## config.mk

```make
export PLATFORM = sky130hd
export DESIGN_NAME = ham_dec_arbiter
export DESIGN_NICKNAME = d
export VERILOG_FILES = /design/src/rtl/ham_dec_arbiter.sv
export SDC_FILE = /design/constraint.sdc
export NUM_CORES = 1
export LEC_CHECK = 0
export CAP_MARGIN = 20
export CORE_MARGIN = 10
export CORE_UTILIZATION = 30
export DETAILED_ROUTE_END_ITERATION = 6
export PLACE_DENSITY = 0.53
export SLEW_MARGIN = 20
export SYNTH_ARGS = -nofsm -noshare
export SYNTH_HDL_FRONTEND = slang
export SYNTH_HIERARCHICAL = 1
export SYNTH_SLANG_ARGS = --single-unit
```

## constraint.sdc

```tcl
create_clock -name clk -period 3.1 [get_ports clk]
set_input_delay 0.31 -clock clk [delete_from_list [all_inputs] [get_ports clk]]
set_output_delay 0.31 -clock clk [all_outputs]
set_load 0.05 [all_outputs]
```

## src/rtl/ham_dec_arbiter.sv

```systemverilog
// Two-requester round-robin front end sharing one Hamming(15,11) decoder,
// with a registered back-pressurable result stage and per-requester correction counters.

module ham_15_11_decoder (
  input  logic [14:0] c,
  output logic [10:0] q
);
  logic [3:0]  syn_c;
  logic [14:0] fix_c;

  // Bit k of the syndrome covers the positions whose index has bit k set.
  always_comb begin
    syn_c = {^(c & 15'h7F80), ^(c & 15'h7878), ^(c & 15'h6666), ^(c & 15'h5555)};
    fix_c = c;
    if (syn_c != 4'd0) fix_c = c ^ (15'd1 << (syn_c - 4'd1));
    q = {fix_c[14:8], fix_c[6:4], fix_c[2]};
  end
endmodule

module ham_dec_arbiter #(
  parameter int unsigned CNT_W = 16
) (
  input  logic             clk,
  input  logic             rst_n,
  input  logic             req0_valid,
  input  logic [14:0]      req0_data,
  output logic             req0_ready,
  input  logic             req1_valid,
  input  logic [14:0]      req1_data,
  output logic             req1_ready,
  output logic             out_valid,
  input  logic             out_ready,
  output logic [10:0]      out_data,
  output logic             out_src,
  output logic             out_corr,
  output logic [3:0]       out_syn,
  input  logic             clr_cnt,
  output logic [CNT_W-1:0] corr_cnt0,
  output logic [CNT_W-1:0] corr_cnt1
);
  localparam logic [0:0]  ST_EMPTY = 1'b0;
  localparam logic [0:0]  ST_FULL  = 1'b1;
  localparam logic [14:0] SYN_M0   = 15'h5555;
  localparam logic [14:0] SYN_M1   = 15'h6666;
  localparam logic [14:0] SYN_M2   = 15'h7878;
  localparam logic [14:0] SYN_M3   = 15'h7F80;

  logic [0:0]       state_q, state_d;
  logic             last_grant_q, last_grant_d;
  logic [10:0]      out_data_q, out_data_d;
  logic             out_src_q, out_src_d;
  logic             out_corr_q, out_corr_d;
  logic [3:0]       out_syn_q, out_syn_d;
  logic [CNT_W-1:0] cnt0_q, cnt0_d;
  logic [CNT_W-1:0] cnt1_q, cnt1_d;

  logic             cap_c, gnt_vld_c, gnt_idx_c;
  logic [14:0]      sel_cw_c;
  logic [3:0]       syn_c;
  logic [10:0]      dec_q_c;

  // Round-robin grant; only offered when the result register can take a word.
  always_comb begin
    cap_c     = (state_q == ST_EMPTY) | out_ready;
    gnt_vld_c = 1'b0;
    gnt_idx_c = 1'b0;
    if (rst_n && cap_c) begin
      if (req0_valid && req1_valid) begin
        gnt_vld_c = 1'b1;
        gnt_idx_c = ~last_grant_q;
      end else if (req0_valid) begin
        gnt_vld_c = 1'b1;
      end else if (req1_valid) begin
        gnt_vld_c = 1'b1;
        gnt_idx_c = 1'b1;
      end
    end
  end

  assign req0_ready = gnt_vld_c & ~gnt_idx_c;
  assign req1_ready = gnt_vld_c & gnt_idx_c;

  // Decoder and syndrome both look at the same selected codeword.
  assign sel_cw_c = gnt_idx_c ? req1_data : req0_data;
  assign syn_c    = {^(sel_cw_c & SYN_M3), ^(sel_cw_c & SYN_M2),
                     ^(sel_cw_c & SYN_M1), ^(sel_cw_c & SYN_M0)};

  ham_15_11_decoder u_dec (
    .c (sel_cw_c),
    .q (dec_q_c)
  );

  always_comb begin
    state_d      = state_q;
    last_grant_d = last_grant_q;
    out_data_d   = out_data_q;
    out_src_d    = out_src_q;
    out_corr_d   = out_corr_q;
    out_syn_d    = out_syn_q;
    cnt0_d       = cnt0_q;
    cnt1_d       = cnt1_q;

    if (gnt_vld_c) begin
      state_d      = ST_FULL;
      last_grant_d = gnt_idx_c;
      out_data_d   = dec_q_c;
      out_src_d    = gnt_idx_c;
      out_corr_d   = |syn_c;
      out_syn_d    = syn_c;
    end else if ((state_q == ST_FULL) && out_ready) begin
      state_d = ST_EMPTY;
    end

    // Saturating counters; a clear overrides a coincident increment.
    if (clr_cnt) begin
      cnt0_d = '0;
      cnt1_d = '0;
    end else if (gnt_vld_c && (syn_c != 4'd0)) begin
      if (!gnt_idx_c && (cnt0_q != {CNT_W{1'b1}})) cnt0_d = cnt0_q + CNT_W'(1);
      if (gnt_idx_c && (cnt1_q != {CNT_W{1'b1}}))  cnt1_d = cnt1_q + CNT_W'(1);
    end
  end

  always_ff @(posedge clk) begin
    if (!rst_n) begin
      state_q      <= ST_EMPTY;
      last_grant_q <= 1'b1;
      out_data_q   <= '0;
      out_src_q    <= 1'b0;
      out_corr_q   <= 1'b0;
      out_syn_q    <= '0;
      cnt0_q       <= '0;
      cnt1_q       <= '0;
    end else begin
      state_q      <= state_d;
      last_grant_q <= last_grant_d;
      out_data_q   <= out_data_d;
      out_src_q    <= out_src_d;
      out_corr_q   <= out_corr_d;
      out_syn_q    <= out_syn_d;
      cnt0_q       <= cnt0_d;
      cnt1_q       <= cnt1_d;
    end
  end

  assign out_valid = (state_q == ST_FULL);
  assign out_data  = out_data_q;
  assign out_src   = out_src_q;
  assign out_corr  = out_corr_q;
  assign out_syn   = out_syn_q;
  assign corr_cnt0 = cnt0_q;
  assign corr_cnt1 = cnt1_q;
endmodule
```

==> metrics.md, run 1 <==
| Metric | Value |
|---|---|
| Status | `complete, no violations` |
| Worst-Margin Slew | `0.794 ns` |
| Fin crit period | `2.98 ns` |
| PwrDens | `499 nW/µm²` |
| Post-synth top area cell | `dfxtp_1` |
| Crit Path Class | `in -> reg` |
| Routed WL per cell | `16.2 µm` |
| GRT Residual Overflow | `0` |
| CP Depth | `15` |
| Via/cell ratio | `4.88` |
| Crit path required time | `3.30 ns` |
| WL final | `10.7 mm` |
| Via count | `3223` |
| Syn Inst Count | `386` |
| Final worst path period share | `0.960` |
| Synth Register Bits | `51` |
| Count leader, synth | `nand2_1` |
| Share of flip-flops with an asynchronous set or reset | `0` |
| Critical path's slowest cell | `clkdlybuf4s50_1` |
| Crit-path leading delay family | `buffers and inverters` |
| Ranking of synthesized cells by area | `dfxtp_1, xnor2_1, xnor3_1, nand2_1, nand3_1` |
| Endpoint class of the critical path | `register` |
| Cell count of the worst reg-to-reg path | `15` |
| VDD IR max | `0.209 mV` |
| Final Slew Violations | `0` |
| Core Area | `11400 µm²` |
| MaxCap Viol Count | `0` |
| Die span in y | `127 µm` |
| Sink Count | `51` |
| Initial antenna violation count | `0` |
| Post-layout net count | `555` |
| Post-Place Setup Slack | `-0.431 ns` |
| Reg clk slew, reported paths | `0.07 ns` |
| Slew margin rel. | `0.470` |
| CP Data Arrival Time | `3.18 ns` |
| Clock buffer count from CTS | `5` |
| Ys flop type | `dfxtp_1` |
| Largest net degree at the start of global routing | `23` |
| Drt first pass iters | `6` |
| WP buf/inv | `3` |
| CP Max Fanout | `7` |
| Final worst slack | `0.124 ns` |
| Total track usage | `0.131` |
| Row count | `39` |
| Net Count, Synth | `425` |
| Initial DRC count | `88` |
| Clk buf depth | `2` |
| Die area | `16200 µm²` |
| Drt drc | `0` |
| DRT antenna net count | `0` |
| I/O Pins | `88` |
| Static leakage | `0.00199 µW` |
| Final hold slack | `0.457 ns` |
| Share of cells above drive strength 1 | `0.209` |
| Hold Crit Class | `reg -> reg` |
| Maximum clock rate | `336 MHz` |
| H-tree depth | `2` |
| Clock latency on the worst-skew pair | `0.30 ns` |
| Final RePlAce weighted congestion | `0.823` |
| Top post-synthesis cells by count | `nand2_1, dfxtp_1, nand3_1` |
| Number of flops mapped to enable cells by yosys | `0` |
| Initial Utilization | `0.304` |
| Critical path origin | `rst_n` |
| CTS root buf | `clkbuf_16` |
| Syn Area/Cell | `8.95 µm²` |
| Netlist cell types | `46` |
| Ant. Diodes | `0` |
| Worst path cell trace | `clkdlybuf4s50_1, nand3_4, buf_4, buf_4, mux2_2, xor3_2, xnor2_2, nand2_1, o21ai_2, ha_4, and2b_2, nand2_2, xnor2_2, nand2_1, nand2_1` |
| Worst r2r src | `last_grant_q$_SDFFE_PN1P_` |
| Flop2flop setup slack | `0.17 ns` |
| Synthesized cell area | `3450 µm²` |
| Area growth syn-to-layout | `47.8%` |
| Synth top area share | `0.296` |
| Vias in the first global route | `3237` |
| Setup violations, final | `0` |
| Final-report hold violation count | `0` |
| Tot Pwr | `2550 µW` |
| DP HPWL | `8.19 mm` |
| Post-route cell area | `5110 µm²` |
| Placed inst area | `4800 µm²` |
| Worst reg2reg endpoint | `out_data[6]$_SDFFE_PN0P_` |
| PortBufs | `87` |
| Crit path launch type | `primary input` |
| Yosys Warn Count | `6` |
| Fill count | `1098` |
| Slowest Stage Delay on Critical Path | `0.54 ns` |
| TritonCTS clock tree | `done` |
| CP most frequent cell | `nand2_1` |
| Seq/Total Area, Yosys | `0.296` |
| Setup crit end | `out_data[6]$_SDFFE_PN0P_` |
| First-pass GRT wire length | `17.3 mm` |
| Die Span X | `127 µm` |
| Final Skew | `0.00419 ns` |
## where the power goes
part / leakage (µW) / switching (µW) / internal (µW)
Combinational: 0.00151 / 655 / 579
Clock: 0.0000664 / 273 / 303
Sequential: 0.000416 / 32.2 / 706
## what timing repair did
action | in CTS | in global routing
endpoints found under the setup margin | 10 | 11
pin swaps | 7 | 7
buffers inserted | 5 | 4
gates resized for setup | 9 | 13
hold buffers | 0 | 0
## stage by stage
stage / util / std cells / setup TNS (ns)
5_1_grt: 0.449 / 660 / -0.0385
2_1_floorplan: - / 386 / 0
3_3_place_gp: 0.422 / 643 / -3.89
3_5_place_dp: 0.422 / 643 / -4.14
6_report: 0.449 / 660 / 0
4_1_cts: 0.441 / 656 / 0
## layout make-up
class | count | area, µm² | area share
multi-input cells | 314 | 2460 | 0.482
repair buffers | 135 | 1250 | 0.246
flip-flops and latches | 51 | 1030 | 0.201
well taps | 143 | 179 | 0.0350
clock buffers | 5 | 125 | 0.0245
inverters | 9 | 33.8 | 0.00662
clock inverters | 3 | 23.8 | 0.00466
## routing by layer
metal,part of all wire,track usage,up-vias
met2,0.45,0.206,71
li1,-,-,1628
met1,0.47,0.167,1512
met5,0,0,-
met4,0.012,0.0348,0
met3,0.066,0.0434,12
## worst min path at each step
stage                     cells after the start                        end                      start
after floorplan                               2     out_valid$_SDFFE_PN0P_                      rst_n
after global placement                        2  out_data[10]$_SDFFE_PN0P_  out_data[10]$_SDFFE_PN0P_
after detailed placement                      2   out_data[2]$_SDFFE_PN0P_   out_data[2]$_SDFFE_PN0P_
after CTS                                     3     out_valid$_SDFFE_PN0P_                 req1_valid
after global routing                          2   out_data[4]$_SDFFE_PN0P_   out_data[4]$_SDFFE_PN0P_
final                                         2   out_data[9]$_SDFFE_PN0P_   out_data[9]$_SDFFE_PN0P_
## worst min-delay path, stage by stage (launching register included)
cell and delay (ns):
dfxtp_1 0.31, nand3_1 0.06, nand2_1 0.04
## registers in the layout, summed over array words and instances (netlist names)
signal and cells:
corr_cnt0 16, last_grant_q 1, out_data 11, out_syn 4, out_corr 1, corr_cnt1 16
out_valid 1, out_src 1
## cell usage in the layout (no fill, tap or decap), types with 5 or more instances in the layout
cell type / n
a21oi_1: 17
buf_4: 47
clkbuf_16: 5
clkdlybuf4s50_1: 82
dfxtp_1: 49
inv_1: 8
mux2_2: 14
nand2_1: 57
nand3_1: 35
nor2_1: 14
nor3_1: 6
o21a_1: 12
o21ai_0: 20
o21ai_2: 5
or3_1: 13
or4_1: 7
xnor2_1: 26
xnor2_2: 6
xnor3_1: 12
xor2_1: 14
## cells by family after synthesis
group                      after synthesis  synth area share
and+or+nand+nor                        154             0.218
AOI/OAI and AO/OA                       72             0.150
xor gates and xnor gates                65             0.237
DFF                                     51             0.296
buffers and inverters                   21            0.0235
muxes                                   20            0.0652
adders and majority gates                3            0.0109
Note: power is estimated with default switching activity, not from simulation.
==> inputs of run 2 (changes only) <==
--- a/config.mk
+++ b/config.mk
@@ -5,11 +5,12 @@
 export SDC_FILE = /design/constraint.sdc
 export NUM_CORES = 1
 export LEC_CHECK = 0
+export ABC_AREA = 1
 export CAP_MARGIN = 20
 export CORE_MARGIN = 10
 export CORE_UTILIZATION = 30
 export DETAILED_ROUTE_END_ITERATION = 6
-export PLACE_DENSITY = 0.53
+export PLACE_DENSITY = 0.51
 export SLEW_MARGIN = 20
 export SYNTH_ARGS = -nofsm -noshare
 export SYNTH_HDL_FRONTEND = slang
==> metrics.md, run 2 <==
| Metric | Value |
|---|---|
| Logic pwr share | `0.441` |
| CP Data Arrival Time | `3.03 ns` |
| Yosys Warn Count | `6` |
| Row count | `44` |
| Share of cells above drive strength 1 | `0.166` |
| Sink Count | `51` |
| Ant. Diodes | `0` |
| Endpoint class of the critical path | `register` |
| Sw Share | `0.385` |
| Static leakage | `0.00293 µW` |
| Die area | `20200 µm²` |
| Reg clk slew, reported paths | `0.06 ns` |
| Hold buffer count at CTS | `0` |
| Sequential power share | `0.301` |
| Worst path cell trace | `clkdlybuf4s50_1, buf_4, nand2_4, nor2_8, clkbuf_16, nand2_1, nand2_2, inv_1, nand2_1, nand2_1, nand2_1, nand2_1, nand2_1, nand2_2, nand2_2, inv_1, ha_4, nor2_1, buf_4, nand3_1, nand2_1, nand2_1, nand2_1, nand2_1` |
| Ranking of synthesized cells by area | `nand2_1, dfxtp_1, nand3_1, inv_1, nand4_1` |
| Share of flip-flops with an asynchronous set or reset | `0` |
| Ys flop type | `dfxtp_1` |
| Critical path's slowest cell | `clkdlybuf4s50_1` |
| VDD IR max | `0.264 mV` |
| Count leader, synth | `nand2_1` |
| WL final | `14.5 mm` |
| Initial antenna violation count | `0` |
| Synth top area share | `0.292` |
| PortBufs | `87` |
| Final Skew | `0.00608 ns` |
| Syn Inst Count | `776` |
| Vias in the first global route | `4804` |
| Sw Pwr | `919 µW` |
| WP buf/inv | `6` |
| P_int | `1470 µW` |
| GRT Residual Overflow | `0` |
| Worst-Margin Slew | `0.631 ns` |
| Net Count, Synth | `815` |
| Die Span X | `142 µm` |
| CP Max Fanout | `6` |
| Largest net degree at the start of global routing | `29` |
| Post-Place Setup Slack | `-0.175 ns` |
| Crit-path leading delay family | `simple AND/OR/NAND/NOR gates` |
| Hold Crit Class | `reg -> reg` |
| First-pass GRT wire length | `23.9 mm` |
| Post-layout net count | `958` |
| CP most frequent cell | `nand2_1` |
| Number of flops mapped to enable cells by yosys | `0` |
| I/O Pins | `88` |
| Setup violations, final | `0` |
| Crit path launch type | `primary input` |
| Clock share of power | `0.258` |
| Slew margin rel. | `0.576` |
| Clock latency on the worst-skew pair | `0.29 ns` |
| Final hold slack | `0.468 ns` |
| Final worst slack | `0.260 ns` |
| Final RePlAce weighted congestion | `0.962` |
| Synthesized cell area | `4480 µm²` |
| Routed WL per cell | `13.2 µm` |
| Area growth syn-to-layout | `39.8%` |
| Synth Register Bits | `51` |
| Status | `complete, no violations` |
| Crit path required time | `3.29 ns` |
| Post-synth top area cell | `nand2_1` |
| CTS root buf | `clkbuf_16` |
| H-tree depth | `2` |
| Clk buf depth | `2` |
| Flop2flop setup slack | `0.44 ns` |
| Initial Utilization | `0.307` |
| Fin crit period | `2.84 ns` |
| Total track usage | `0.140` |
| Fill count | `1549` |
| DRT antenna net count | `0` |
| Drt first pass iters | `7` |
| Drt drc | `0` |
| MaxCap Viol Count | `0` |
| Crit Path Class | `in -> reg` |
| Top post-synthesis cells by count | `nand2_1, nand3_1, inv_1` |
| Commonest non-fill, non-tap cell in the layout | `nand2_1` |
| Final-report hold violation count | `0` |
| Seq/Total Area, Yosys | `0.228` |
| Tot Pwr | `2390 µW` |
| Core Area | `14600 µm²` |
| Slowest Stage Delay on Critical Path | `0.49 ns` |
| Die span in y | `142 µm` |
| Via/cell ratio | `4.65` |
| Netlist cell types | `33` |
| Clock buffer count from CTS | `5` |
| Via count | `5126` |
| Syn Area/Cell | `5.77 µm²` |
| DP HPWL | `11.6 mm` |
| Most frequent cells in the layout | `nand2_1, clkdlybuf4s50_1, nand3_1, buf_4, inv_1` |
| Initial DRC count | `283` |
| Final worst path period share | `0.916` |
| PwrDens | `381 nW/µm²` |
| Maximum clock rate | `352 MHz` |
| TritonCTS clock tree | `done` |
| Final Slew Violations | `0` |
## run 2: repair_timing
item                       4_1_cts  5_1_grt
setup endpoints to repair        0       10
setup buffers                    0        2
resized for setup                0       19
## run 2: routing by layer
layer | vias up | track usage | part of all wire
li1 | 2760 | - | -
met5 | - | 0 | 0
met1 | 2263 | 0.190 | 0.49
met3 | 14 | 0.0267 | 0.043
met2 | 89 | 0.223 | 0.45
met4 | 0 | 0.0366 | 0.015
## run 2: layout make-up
type / count / area, µm² / area share
inverters: 79 / 297 / 0.0474
well taps: 184 / 230 / 0.0368
clock inverters: 1 / 30.0 / 0.00480
repair buffers: 159 / 1480 / 0.236
multi-input cells: 623 / 3070 / 0.491
clock buffers: 6 / 129 / 0.0206
flip-flops and latches: 51 / 1020 / 0.163
## run 2: final timing paths
path | startpoint | endpoint | depth (start not counted)
max | rst_n | out_data[0]$_SDFFE_PN0P_ | 24
min | out_data[9]$_SDFFE_PN0P_ | out_data[9]$_SDFFE_PN0P_ | 2
max reg2reg | out_valid$_SDFFE_PN0P_ | out_data[0]$_SDFFE_PN0P_ | 23
min reg2reg | out_data[9]$_SDFFE_PN0P_ | out_data[9]$_SDFFE_PN0P_ | 2
## run 2: worst min-delay path, stage by stage, from the launching register on
cell     delay (ns)
dfxtp_1        0.31
nand3_1        0.07
nand2_1        0.04
## run 2: logic make-up after synthesis
kind of cell / synth area share
XOR/XNOR: 0.0548
adder cells (fa/ha/maj): 0.00838
buffers and inverters: 0.104
flip-flops: 0.228
AND/OR/NAND/NOR: 0.546
AO/OA/AOI/OAI: 0.0584
## run 2: power by group through the flow
stage | Combinational [µW] | Clock [µW] | Sequential (µW)
final | 1050 | 615 | 720
after global routing | 1170 | 663 | 723
after CTS | 1010 | 639 | 721
after detailed placement | 1010 | 0 | 735
after global placement | 1010 | 0 | 735
after floorplan | 526 | 0 | 852
## run 2: stage by stage
step,cells,area [µm²],util,setup TNS (ns)
after floorplan,776,4480,-,0
after global placement,1092,5960,0.408,-0.830
after detailed placement,1092,5960,0.408,-0.892
after CTS,1099,6110,0.419,0
after global routing,1103,6260,0.429,-0.00264
final,1103,6260,0.429,0
==> inputs of run 3 (changes only) <==
--- a/config.mk
+++ b/config.mk
@@ -11,6 +11,7 @@
 export CORE_UTILIZATION = 30
 export DETAILED_ROUTE_END_ITERATION = 6
 export PLACE_DENSITY = 0.51
+export SETUP_SLACK_MARGIN = 0.02
 export SLEW_MARGIN = 20
 export SYNTH_ARGS = -nofsm -noshare
 export SYNTH_HDL_FRONTEND = slang
==> metrics.md, run 3 (synthesis results as in run 2) <==
| Metric | Value |
|---|---|
| Final RePlAce weighted congestion | `0.962` |
| Worst r2r src | `out_valid$_SDFFE_PN0P_` |
| H-tree depth | `2` |
| Crit path required time | `3.29 ns` |
| Clock latency on the worst-skew pair | `0.29 ns` |
| Clk buf depth | `2` |
| PortBufs | `87` |
| Share of cells above drive strength 1 | `0.171` |
| Final Slew Violations | `0` |
| CP Data Arrival Time | `3.03 ns` |
| Worst-Margin Slew | `0.629 ns` |
| Critical path's slowest cell | `clkdlybuf4s50_1` |
| Slowest Stage Delay on Critical Path | `0.49 ns` |
| Worst Hold Depth | `2` |
| Post-layout net count | `959` |
| I/O Pins | `88` |
| Setup_tns | `0 ns` |
| Final-report hold violation count | `0` |
| Hold buffer count at CTS | `0` |
| Initial Utilization | `0.307` |
| Hold endpoint | `out_data[9]$_SDFFE_PN0P_` |
| Hold Path Origin | `out_data[9]$_SDFFE_PN0P_` |
| Most frequent cells in the layout | `nand2_1, clkdlybuf4s50_1, nand3_1, buf_4, inv_1` |
| Hold Crit Class | `reg -> reg` |
| Crit path launch type | `primary input` |
| Die Span X | `142 µm` |
| Initial antenna violation count | `0` |
| Slew margin rel. | `0.577` |
| TritonCTS clock tree | `done` |
| Sink Count | `51` |
| DRT antenna net count | `0` |
| Area growth syn-to-layout | `40.3%` |
| Reg area | `1020 µm²` |
| PwrDens | `381 nW/µm²` |
| Drt drc | `0` |
| Cell count of the worst reg-to-reg path | `23` |
| Worst reg2reg endpoint | `out_data[0]$_SDFFE_PN0P_` |
| Ant. Diodes | `0` |
| WL final | `14.7 mm` |
| Endpoint class of the critical path | `register` |
| Row count | `44` |
| Multi-input gate area | `3090 µm²` |
| CTS root buf | `clkbuf_16` |
| Largest net degree at the start of global routing | `29` |
| GRT Residual Overflow | `0` |
| CP Max Fanout | `18` |
| Total track usage | `0.140` |
| Static leakage | `0.00293 µW` |
| Die area | `20200 µm²` |
| CP most frequent cell | `nand2_1` |
| VDD IR max | `0.264 mV` |
| Final worst slack | `0.263 ns` |
| Worst path cell trace | `clkdlybuf4s50_1, inv_1, a21oi_4, nand2_8, buf_4, nand2_2, nand2_2, nor2_1, inv_1, nand2_1, nand2_1, nand2_1, nand2_1, nand2_2, nand2_2, inv_1, ha_4, nor2_1, buf_4, nand3_1, nand2_1, nand2_1, nand2_1, nand2_1` |
| Reg clk slew, reported paths | `0.06 ns` |
| Maximum clock rate | `352 MHz` |
| Die span in y | `142 µm` |
| Flop2flop setup slack | `0.44 ns` |
| Critical path origin | `rst_n` |
| MaxCap Viol Count | `0` |
| Core Area | `14600 µm²` |
| Tot Pwr | `2390 µW` |
| Post-Place Setup Slack | `-0.175 ns` |
| Via count | `5136` |
| Commonest non-fill, non-tap cell in the layout | `nand2_1` |
| Fin crit period | `2.84 ns` |
| Initial DRC count | `287` |
| Routed WL per cell | `13.3 µm` |
| Status | `complete, no violations` |
| Crit-path leading delay family | `simple AND/OR/NAND/NOR gates` |
| Via/cell ratio | `4.65` |
| Clock buffer count from CTS | `5` |
| Final hold slack | `0.468 ns` |
| Setup violations, final | `0` |
| Fill count | `1546` |
| DP HPWL | `11.6 mm` |
| First-pass GRT wire length | `23.9 mm` |
| Vias in the first global route | `4804` |
| Crit Path Class | `in -> reg` |
| WP buf/inv | `6` |
| Final Skew | `0.00631 ns` |
| Drt first pass iters | `5` |
| Final worst path period share | `0.915` |
[run 3: worst max path at each step]
stage / to / slack [ns] / cells past startpoint
2_1_floorplan: out_data[3]$_SDFFE_PN0P_ / 0.14 / 24
3_3_place_gp: out_data[3]$_SDFFE_PN0P_ / -0.15 / 25
3_5_place_dp: out_data[3]$_SDFFE_PN0P_ / -0.17 / 25
4_1_cts: out_data[3]$_SDFFE_PN0P_ / 0.12 / 25
5_1_grt: out_data[0]$_SDFFE_PN0P_ / -0.005 / 26
6_report: out_data[0]$_SDFFE_PN0P_ / 0.26 / 24
[run 3: metal layers]
layer	vias up	global-route usage	wire length, µm
met4	0	0.0366	236
met1	2269	0.190	7250
met3	14	0.0267	623
met2	87	0.223	6560
li1	2766	-	-
met5	-	0	0
[run 3: what timing repair did]
item                       CTS  global route
resized for setup            0            24
setup endpoints to repair    0            12
buffers inserted             0             3
[run 3: worst reg2reg max path, delay by kind of cell (launching register included)]
family	cells	cell delay [ns]
AND/OR/NAND/NOR	18	1.44
buffers and inverters	4	0.54
flip-flops	1	0.35
adder cells (fa/ha/maj)	1	0.22
[run 3: per-stage QoR]
step           utilization  area, µm²  instances
2_1_floorplan            -       4480        776
3_3_place_gp         0.408       5960       1092
3_5_place_dp         0.408       5960       1092
4_1_cts              0.419       6110       1099
5_1_grt              0.431       6280       1104
6_report             0.431       6280       1104
[run 3: area by class of cell]
type                    count  share of cell area
well taps                 184              0.0366
flip-flops and latches     51               0.163
clock buffers               6              0.0205
inverters                  79              0.0472
multi-input cells         623               0.491
repair buffers            160               0.237
clock inverters             1             0.00478
[run 3: power breakdown]
part           internal, µW  switching [µW]
Combinational           402             658
Sequential              693            26.5
Clock                   377             238
Total                  1470             922
